File: config.mk
export PLATFORM = sky130hd
export DESIGN_NAME = noc_vc_credit_sched_flat
export DESIGN_NICKNAME = d
export VERILOG_FILES = /design/src/rtl/noc_vc_credit_sched_if.sv /design/src/rtl/noc_vc_credit_sched.sv /design/src/flat_wrapper.sv
export SDC_FILE = /design/constraint.sdc
export NUM_CORES = 1
export LEC_CHECK = 0
export ABC_AREA = 1
export BUFFER_PORTS_ARGS = -buffer_cell sky130_fd_sc_hd__buf_2
export CORE_ASPECT_RATIO = 1.2
export CORE_MARGIN = 1.5
export CORE_UTILIZATION = 40
export DETAILED_ROUTE_END_ITERATION = 10
export REMOVE_ABC_BUFFERS = 1
export SLEW_MARGIN = 30
export SYNTH_ARGS = -nofsm -noshare
export SYNTH_HDL_FRONTEND = slang
export SYNTH_SLANG_ARGS = --single-unit
File: constraint.sdc
create_clock -name clk -period 3 [get_ports clk]
set_clock_uncertainty 0.15 [all_clocks]
set_input_delay 0.15 -clock clk [delete_from_list [all_inputs] [get_ports clk]]
set_output_delay 0.15 -clock clk [all_outputs]
set_load 0.02 [all_outputs]
File: src/rtl/noc_vc_credit_sched_if.sv
// Request/link handshake bundle for the VC credit scheduler.
// The master side supplies the VC requests and the link ready. The slave side is the scheduler.
interface noc_vc_credit_sched_if #(
  parameter int N = 4
);
  localparam int VW = $clog2(N);

  logic [N-1:0]  req_valid;
  logic [N-1:0]  req_tail;
  logic [N-1:0]  req_ready;
  logic          out_valid;
  logic [VW-1:0] out_vc;
  logic          out_tail;
  logic          out_ready;

  modport master (
    output req_valid, req_tail, out_ready,
    input  req_ready, out_valid, out_vc, out_tail
  );

  modport slave (
    input  req_valid, req_tail, out_ready,
    output req_ready, out_valid, out_vc, out_tail
  );
endinterface

File: src/rtl/noc_vc_credit_sched.sv
// Round-robin output-link scheduler with per-VC downstream credits.
// Wormhole packet locking is enabled by defining NOC_PKT_LOCK_EN.
module noc_vc_credit_sched #(
  parameter int N     = 4,
  parameter int DEPTH = 4,
  parameter int CW    = $clog2(DEPTH + 1)
) (
  input  logic                  clk,
  input  logic                  rst,
  noc_vc_credit_sched_if.slave  bus,
  input  logic [N-1:0]          credit_ret,
  output logic [N*CW-1:0]       credit_cnt,
  output logic                  locked,
  output logic                  credit_err
);
  localparam int VW = $clog2(N);

  logic [VW-1:0] ptr_r;
  logic [CW-1:0] credit_r [N];
  logic          credit_err_r;

  logic [N-1:0]  eligible_s;
  logic [N-1:0]  consume_s;
  logic          found_s;
  logic [VW-1:0] winner_s;
  logic          xfer_s;
  logic [VW-1:0] ptr_nxt_s;
  logic [CW-1:0] credit_nxt_s [N];
  logic          ovf_s;

`ifdef NOC_PKT_LOCK_EN
  logic          locked_r;
  logic [VW-1:0] owner_r;
`endif

  // Returns {found, index} of the first set bit scanning start, start+1, ... mod N.
  function automatic logic [VW:0] rr_pick(input logic [N-1:0] elig, input logic [VW-1:0] start);
    logic [VW:0] res;
    int          idx;
    res = {(VW+1){1'b0}};
    for (int k = N - 1; k >= 0; k--) begin
      idx = (int'(start) + k) % N;
      if (elig[idx]) begin
        res = {1'b1, idx[VW-1:0]};
      end else begin
        res = res;
      end
    end
    return res;
  endfunction

  // A VC may compete only when it has a flit and a downstream slot.
  always_comb begin
    for (int i = 0; i < N; i++) begin
      eligible_s[i] = bus.req_valid[i] & (credit_r[i] != {CW{1'b0}});
    end
  end

  // Winner selection; a held lock pins the link to its owner.
  always_comb begin
    logic [VW:0] pick;
    pick = rr_pick(eligible_s, ptr_r);
`ifdef NOC_PKT_LOCK_EN
    if (locked_r) begin
      found_s  = eligible_s[owner_r];
      winner_s = owner_r;
    end else begin
      found_s  = pick[VW];
      winner_s = pick[VW-1:0];
    end
`else
    found_s  = pick[VW];
    winner_s = pick[VW-1:0];
`endif
  end

  // Link-side outputs and the one-hot accept back to the winning VC.
  always_comb begin
    xfer_s        = found_s & bus.out_ready;
    bus.out_valid = found_s;
    bus.out_vc    = found_s ? winner_s : {VW{1'b0}};
    bus.out_tail  = found_s ? bus.req_tail[winner_s] : 1'b0;
    bus.req_ready = {N{1'b0}};
    if (xfer_s) begin
      bus.req_ready[winner_s] = 1'b1;
    end else begin
      bus.req_ready = {N{1'b0}};
    end
  end

  // Credit arithmetic; a return into a full counter saturates and flags an error.
  always_comb begin
    ovf_s     = 1'b0;
    ptr_nxt_s = (winner_s == VW'(N - 1)) ? {VW{1'b0}} : winner_s + VW'(1);
    for (int i = 0; i < N; i++) begin
      consume_s[i]    = xfer_s & (winner_s == VW'(i));
      credit_nxt_s[i] = credit_r[i];
      if (credit_ret[i] && !consume_s[i]) begin
        if (credit_r[i] == CW'(DEPTH)) begin
          ovf_s = 1'b1;
        end else begin
          credit_nxt_s[i] = credit_r[i] + CW'(1);
        end
      end else if (!credit_ret[i] && consume_s[i]) begin
        credit_nxt_s[i] = credit_r[i] - CW'(1);
      end else begin
        credit_nxt_s[i] = credit_r[i];
      end
    end
  end

  // Pointer, credit counters and sticky error register.
  always_ff @(posedge clk) begin
    if (rst) begin
      ptr_r        <= {VW{1'b0}};
      credit_err_r <= 1'b0;
      for (int i = 0; i < N; i++) begin
        credit_r[i] <= CW'(DEPTH);
      end
    end else begin
      if (xfer_s) begin
        ptr_r <= ptr_nxt_s;
      end
      credit_err_r <= credit_err_r | ovf_s;
      for (int i = 0; i < N; i++) begin
        credit_r[i] <= credit_nxt_s[i];
      end
    end
  end

`ifdef NOC_PKT_LOCK_EN
  // Packet lock: a non-tail transfer claims the link, a tail releases it.
  always_ff @(posedge clk) begin
    if (rst) begin
      locked_r <= 1'b0;
      owner_r  <= {VW{1'b0}};
    end else if (xfer_s) begin
      locked_r <= ~bus.out_tail;
      if (!bus.out_tail) begin
        owner_r <= winner_s;
      end
    end
  end

  assign locked = locked_r;
`else
  assign locked = 1'b0;
`endif

  // Flatten the counters onto the status bus.
  always_comb begin
    for (int i = 0; i < N; i++) begin
      credit_cnt[i*CW +: CW] = credit_r[i];
    end
  end

  assign credit_err = credit_err_r;
endmodule

File: src/flat_wrapper.sv
// flat-port wrapper written by rule: the top's interface ports become plain ports
module noc_vc_credit_sched_flat 
#(
  parameter int N     = 4,
  parameter int DEPTH = 4,
  parameter int CW    = $clog2(DEPTH + 1)
)
  (clk, rst, credit_ret, credit_cnt, locked, credit_err, bus_req_valid, bus_req_tail, bus_out_ready, bus_req_ready, bus_out_valid, bus_out_vc, bus_out_tail);
  noc_vc_credit_sched_if #(.N(N)) bus_i ();
  input  logic clk;
  input  logic rst;
  input  logic [N-1:0] credit_ret;
  output logic [N*CW-1:0] credit_cnt;
  output logic locked;
  output logic credit_err;
  input wire logic [$bits(bus_i.req_valid)-1:0] bus_req_valid;
  input wire logic [$bits(bus_i.req_tail)-1:0] bus_req_tail;
  input wire logic [$bits(bus_i.out_ready)-1:0] bus_out_ready;
  output wire logic [$bits(bus_i.req_ready)-1:0] bus_req_ready;
  output wire logic [$bits(bus_i.out_valid)-1:0] bus_out_valid;
  output wire logic [$bits(bus_i.out_vc)-1:0] bus_out_vc;
  output wire logic [$bits(bus_i.out_tail)-1:0] bus_out_tail;
  assign bus_i.req_valid = bus_req_valid;
  assign bus_i.req_tail = bus_req_tail;
  assign bus_i.out_ready = bus_out_ready;
  assign bus_req_ready = bus_i.req_ready;
  assign bus_out_valid = bus_i.out_valid;
  assign bus_out_vc = bus_i.out_vc;
  assign bus_out_tail = bus_i.out_tail;
  noc_vc_credit_sched #(.N(N), .DEPTH(DEPTH), .CW(CW)) u_core (.clk(clk), .rst(rst), .bus(bus_i), .credit_ret(credit_ret), .credit_cnt(credit_cnt), .locked(locked), .credit_err(credit_err));
endmodule
=== Word-level counts from Yosys, hierarchy flattened ===
Memories as Yosys holds them, arrays and structs flattened.
Cells that the tools add are included.
Widths: inputs -> output; s select.

* Add/sub/neg operators: 12
* Magnitude comparators: 6
* Eq/ne operators: 7
* Muxes and demuxes: 50
* Bitwise gates (word level): 17
* Reductions and logical operators: 25

{| class="wikitable"
|+ Operators with widths
! operator !! count
|-
| $mux 3 || 20
|-
| $mux 1 || 21
|-
| $add 3x1->3 const B || 4
|-
| $eq 3x3->1 const B || 4
|-
| $lt 3x4->1 const B || 3
|-
| $reduce_bool 3->1 || 4
|-
| $sub 3x1->3 const B || 4
|-
| $bmux 1 s2 || 5
|-
| $and 1x1->1 || 9
|-
| $logic_and 1x1->1 || 9
|-
| $logic_not 1->1 || 8
|-
| $lt 2x3->1 const B || 2
|-
| $reduce_or 2->1 || 3
|-
| $or 1x1->1 || 5
|-
| $add 2x1->2 const B || 2
|-
| $add 2x2->2 const B || 2
|-
| $eq 2x2->1 const B || 2
|-
| $mux 2 || 2
|-
| $mux 4 || 1
|-
| $and 1x1->1 const A || 3
|-
| $demux 1 s2 || 1
|-
| $eq 2x1->1 const B || 1
|-
| $ge 2x1->1 const B || 1
|-
| $logic_not 2->1 || 1
|}

* Register bits: 3
* Memory bits (writable): 12
* Input port bits: 15
* Output and inout bits: 22
* Word-level logic and storage cells: 120
* Memories kept: 1

{| class="wikitable"
|+ Memory list
! memory !! words !! bits a word !! rd ports !! clocked after memory_dff !! wr ports !! RTL line !! source
|-
| u_core.credit_r || 4 || 3 || 4 || 0 || 4 || noc_vc_credit_sched.sv:19 || <nowiki>logic [CW-1:0] credit_r [N];</nowiki>
|}

=== Depth between registers and ports, before layout ===
Gate-level depths: netlist of run 1.

* Word-level depth: 22
* Gate-level depth with buffers: 21

=== Worst setup path after synthesis of run 1 ===
Ideal clock, no wire load.

* Path kind: register -> register
* From: mem u_core.credit_r[0][9] (netlist name)
* To: mem u_core.credit_r[0][5] (netlist name)
* Setup time: 120 ps
* Arrival time: 2,514 ps
* Data required time: 2,730 ps
* Slack: 216 ps
* Cell stages (with the launch flop): 20
* Clock period less this slack: 2,784 ps
* Cells stage by stage: dfxtp_1 inv_1 nand3_1 nand3_1 nand2_1 nand2_1 nand2_1 inv_1 nand2_1 nand3_1 nand2_2 inv_1 ha_1 nand3_4 nand2_1 fa_1 inv_1 nand3_1 nand3_1 nand3_1

{| class="wikitable"
|+ RTL lines
! element !! RTL line
|-
| from (decl) || noc_vc_credit_sched.sv:19
|}

==> impl_metrics.ini, run 1 <==
[outcome]
status = finished, final reports clean

[clocking]
h-tree-depth = 1
clk_latency_ps = 250
clk_transition_reported_paths_ps = 60
cts_sinks = 15
clk_path_buf_depth = 2
cts_buffers = 3
cts_tree = yes
root_buffer = clkbuf_8

[worst_setup_path]
arrival_ps = 2750
crit_path_cell_trace = inv_1 > nand3_1 > nand3_1 > nand2_2 > nand2_1 > nand2_1 > inv_1 > nand2_1 > nand3_1 > nand2_2 > inv_1 > ha_1 > nand3_4 > nand2_1 > fa_2 > inv_1 > nand3_1 > nand3_1 > nand3_1
crit_fanout = 7
crit_start = u_core.credit_r[0][9]
critical_path_class = flip-flop to flip-flop
critical-path-slowest-cell = dfxtp_2
r2r-start = u_core.credit_r[0][9]
worstPathRequired_ps = 2970
endpoint_kind = flip-flop
slowest_delay_ps = 360
worstSetupStartpointType = flip-flop
crit_top_cell = nand3_1

[die]
die_h_um = 67.2
fp.coreArea_um2 = 3310
rows = 23
dieArea_um2 = 3800
die_width_um = 56.5
io_pins = 37
initial_core_util_pct = 41.6

[power_and_ir_drop]
ir_worst_vdd_v = 0.000843
internal_power_mw = 1.01
p_comb_share_pct = 76.2
pwr-share-clk_pct = 7.5
seqPwrFrac_pct = 16.3
p_sw_mw = 1.24
p_per_area_nw_per_um2 = 1310
p_leak_nw = 0.973
switching_share_pct = 55.2

[logic_synthesis]
avgSynthCellArea_um2 = 6.68
synth_cell_types = 27
yosys.area.top_type = dfxtp_1
ys_warn_count = 0
synth_top_area_share_pct = 21.8
synthSimpleGateAreaFrac_pct = 51.7
synth-adder-area-share_pct = 9.46
synthCells = 206
synthTopCellsByArea = dfxtp_1, nand3_1, nand2_1, inv_1, fa_1
yosysSeqAreaShare_pct = 21.8
synth_top_family_by_area = simple AND/OR/NAND/NOR gates
synth.area.mux_share_pct = 0
synth_xor_area_share_pct = 1.18
ys_ff_latch = 15
syn-cell-area_um2 = 1380
synth_compound_gate_area_share_pct = 4.19

[global_routing]
grt_use_total_pct = 16.3
antenna_found_initial = 0
grt_max_degree = 13
grt_pass1_vias = 1213
grt-ovfl-total = 0
grt_pass1_wl_um = 4850

[cells_and_area]
regArea_um2 = 307
syn_to_final_growth_pct = 25.3
multiInputGateArea_um2 = 953
num_antenna_cells = 0
nNetsFinal = 274
mostFrequentLayoutCell = nand2_1
drive_gt1_share_pct = 34.4
mostFrequentLayoutCells = nand2_1, nand3_1, buf_2
nFillCells = 347

[routing]
wl_per_cell_um = 10.7
vias = 1410
dr.pass1.iters = 4
drtIter0Drc = 31
ant_nets = 0
drt_wl_total_um = 3080
drc = 0
avgViaCountPerCell = 4.91

[min_path]
hp-start = credit_ret[1]
hold_class = input pin to flip-flop

[timing]
tns_ps = 0
rsz0062_at_grt = false
max_freq_mhz = 360
hold_viol_final = 0
finalSetupViolCount = 0
holdWs_ps = 152
fin_crit_sh_pct = 92.5
period_needed_ps = 2780
maxSlewViolCount = 0

[placed_design]
portBuffers = 35
finalWeightedCongestion = 0.809
dp_hpwl_um = 2530

[job]
drv_cap = 0
Yosys cell counts:
| master | count |
|---|---|
| nand2_1 | 51 |
| buf_4 | 2 |
| ha_1 | 4 |
| nand4_4 | 1 |
| nor2_4 | 1 |
| fa_1 | 4 |
| nand4_1 | 4 |
| conb_1 | 1 |
| a21boi_1 | 1 |
| a21oi_1 | 6 |
| nand3_2 | 4 |
| nand3_4 | 4 |
| xor2_2 | 1 |
| nand2_4 | 3 |
| a211oi_1 | 1 |
| nor2_1 | 13 |
| o21ai_0 | 1 |
| nand3_1 | 40 |
| nor2_2 | 2 |
| inv_4 | 1 |
| dfxtp_1 | 15 |
| nand2_2 | 5 |
| o21bai_1 | 1 |
| inv_2 | 5 |
| nand3b_1 | 2 |
| nor3_1 | 2 |
| inv_1 | 31 |
metal layers:
| layer | vias up | global-route usage, % | part of all wire [%] |
|---|---|---|---|
| li1 | 744 | - | - |
| met1 | 631 | 18.6 | 45 |
| met2 | 31 | 29.8 | 50 |
| met3 | 4 | 2.49 | 3.2 |
| met4 | 0 | 7.44 | 1.7 |
| met5 | - | 0 | 0 |
per-stage QoR:
stage          power [mW]  instances  utilization, %  setup WS (ps)  area [um^2]
6_report             2.25        287            52.1            224         1720
4_1_cts              2.20        286            50.6           89.6         1670
5_1_grt              2.49        287            52.1           4.84         1720
3_3_place_gp         2.02        281            48.9            123         1620
2_1_floorplan        1.63        204               -            209         1360
3_5_place_dp         2.02        281            48.9            106         1620
cell type report:
cell class                      instances  share of cell area (%)
Tap cell                               37                    2.69
Clock buffer                            4                    2.61
Multi-Input combinational cell        152                    55.3
Sequential cell                        15                    17.8
Inverter                               37                    8.21
Timing Repair Buffer                   42                    13.4
critical path: cells and delay by family (launching register included):
family / cells / cell delay, ps
flops: 1 / 360
buf+inv: 4 / 270
fa+ha+maj: 2 / 570
simple gates: 13 / 1290
cells by family after synthesis:
group / count (synthesis)
fa+ha+maj: 8
buf+inv: 39
simple gates: 132
xor+xnor: 1
flops: 15
compound gates: 10
other cells: 1
sequential cells by signal, indices dropped and copies added, names as in the netlist:
register / count
u_core.credit_r: 12
u_core.ptr_r: 2
u_core.credit_err: 1
repair_timing:
| item | 4_1_cts | 5_1_grt |
|---|---|---|
| endpoints found under the hold margin | 3 | 0 |
| buffers inserted | 0 | 1 |
| gates resized for setup | 0 | 15 |
| endpoints found under the setup margin | 0 | 6 |
| hold buffers | 1 | 0 |
path summary, 6_finish.rpt:
kind / slack [ps] / endpoint / cells past startpoint
hold / removal: 150 / u_core.credit_r[0][5] / 4
setup / recovery: 220 / u_core.credit_r[0][5] / 19
setup reg to reg: 220 / u_core.credit_r[0][5] / 19
hold reg to reg: 330 / u_core.credit_r[0][11] / 2
power groups by stage:
| stage | clock, mW | sequential (mW) | combinational [mW] |
|---|---|---|---|
| after CTS | 0.171 | 0.357 | 1.67 |
| after global routing | 0.182 | 0.382 | 1.92 |
| after global placement | 0 | 0.362 | 1.66 |
| final | 0.169 | 0.368 | 1.71 |
| after detailed placement | 0 | 0.362 | 1.66 |
| after floorplan | 0 | 0.440 | 1.19 |
No activity file was read; power rests on OpenSTA's default activity.
==> run 2: changes to the inputs <==
CELL_PAD_IN_SITES_DETAIL_PLACEMENT = 1   (was default)
CELL_PAD_IN_SITES_GLOBAL_PLACEMENT = 1   (was default)
CORE_UTILIZATION = 36   (was 40)
PLACE_DENSITY_LB_ADDON = 0.1   (was default)
==> impl_metrics.ini, run 2 (synthesis results as in run 1) <==
[clocking]
cts_tree = yes
cts_buffers = 3
h-tree-depth = 1
clk_path_buf_depth = 2
clk_latency_ps = 250
root_buffer = clkbuf_8
clk_transition_reported_paths_ps = 70
cts_sinks = 15

[timing]
hold_viol_final = 0
max_freq_mhz = 370
fin_crit_sh_pct = 90.0
tns_ps = 0
maxSlewViolCount = 0
period_needed_ps = 2700
finalSetupViolCount = 0
rsz0062_at_grt = false

[power_and_ir_drop]
p_leak_nw = 0.980
p_sw_mw = 1.29
p_comb_share_pct = 76.3
power_mw = 2.33
internal_power_mw = 1.04
switching_share_pct = 55.5
pwr-share-clk_pct = 7.3
p_per_area_nw_per_um2 = 1300
seqPwrFrac_pct = 16.4
ir_worst_vdd_v = 0.000709

[die]
io_pins = 37
rows = 24
fp.coreArea_um2 = 3630
die_width_um = 59.4
die_h_um = 70.7
dieArea_um2 = 4200
initial_core_util_pct = 37.8

[worst_setup_path]
r2r_end = u_core.credit_r[0][5]
crit_start = u_core.credit_r[0][0]
endpoint_kind = flip-flop
crit_path_cell_trace = nor2_4 > nand2_2 > nand3_1 > nand2_2 > nand2_2 > nand2_1 > inv_1 > nand2_1 > nand2_1 > nand2_2 > nand2_2 > inv_1 > ha_2 > nand3_4 > nand2_2 > fa_2 > inv_1 > nand3_1 > nand3_1 > nand3_1
cp-endpoint = u_core.credit_r[0][5]
crit_fanout = 7
slowest_delay_ps = 330
arrival_ps = 2670
critical_path_class = flip-flop to flip-flop
r2r_slack_ps = 300
rr_worst_depth = 20
r2r-start = u_core.credit_r[0][0]
worstPathRequired_ps = 2970
worstSetupStartpointType = flip-flop
critical-path-slowest-cell = dfxtp_1
crit_top_cell = nand2_2

[cells_and_area]
mostFrequentLayoutCells = nand2_1, buf_2, nand3_1
mostFrequentLayoutCell = nand2_1
largest_reg_flops = 12
drive_gt1_share_pct = 41.8
num_antenna_cells = 0
largest-register = u_core.credit_r
syn_to_final_growth_pct = 30.7
nNetsFinal = 275

[routing]
dr.pass1.iters = 4
wl_per_cell_um = 11.4
drt_wl_total_um = 3450
ant_nets = 0
vias = 1434
avgViaCountPerCell = 4.73
drtIter0Drc = 38
drc = 0

[global_routing]
grt-ovfl-total = 0
grt_use_total_pct = 17.7
grt_pass1_wl_um = 5950
antenna_found_initial = 0
grt_pass1_vias = 1420
grt_max_degree = 13

[placed_design]
finalWeightedCongestion = 0.763
dp_hpwl_um = 2880
portBuffers = 35

[outcome]
status = finished, final reports clean

[min_path]
hold_class = input pin to flip-flop

[job]
drv_cap = 0
run 2: power groups by stage:
stage                     Sequential, mW  Clock (mW)  Combinational, mW
after CTS                          0.358       0.178               1.72
after global placement             0.360           0               1.70
after global routing               0.398       0.183               2.02
after floorplan                    0.440           0               1.19
final                              0.382       0.170               1.77
after detailed placement           0.362           0               1.71
run 2: metrics by stage:
| step | utilization (%) | cell area [um^2] | std cells | worst slack (ps) | hold slack [ps] |
|---|---|---|---|---|---|
| final | 49.4 | 1800 | 303 | 301 | 164 |
| after global routing | 49.4 | 1800 | 303 | 24.3 | 196 |
| after CTS | 47.0 | 1710 | 303 | 10.6 | 159 |
| after detailed placement | 45.5 | 1650 | 298 | 31.6 | 229 |
| after global placement | 45.5 | 1650 | 298 | 60.2 | 228 |
| after floorplan | - | 1360 | 204 | 209 | 69.1 |
run 2: timing repair:
item	in CTS	in global routing
setup buffers	0	0
hold buffers	1	0
endpoints found under the setup margin	0	10
resized for setup	0	35
endpoints found under the hold margin	3	0
run 2: critical path: cells and delay by family (launching register included):
kind | cells | cell delay (ps)
simple gates | 15 | 1330
buf+inv | 3 | 210
flops | 1 | 330
fa+ha+maj | 2 | 540
run 2: final cells by class:
type,count,area [um^2]
Fill cell,503,1840
Timing Repair Buffer,43,238
Multi-Input combinational cell,152,996
Clock buffer,4,45.0
Tap cell,52,65.1
Inverter,37,141
Sequential cell,15,312
run 2: routing by layer:
metal	routed length [um]	vias to the layer above	track usage, %
li1	-	746	-
met4	19	0	4.55
met3	97	2	2.19
met1	1500	668	22.7
met2	1830	18	30.6
met5	0	-	0
run 2: how the worst min path moves through the flow:
stage / startpoint / end / slack [ps] / cells after the start
finish: credit_ret[2] / u_core.credit_r[0][8] / 160 / 4
CTS: credit_ret[2] / u_core.credit_r[0][8] / 160 / 4
detailed placement: rst / u_core.credit_r[0][4] / 230 / 2
floorplan: rst / u_core.credit_r[0][4] / 70 / 1
global placement: rst / u_core.credit_r[0][4] / 230 / 2
global route: credit_ret[2] / u_core.credit_r[0][8] / 200 / 4
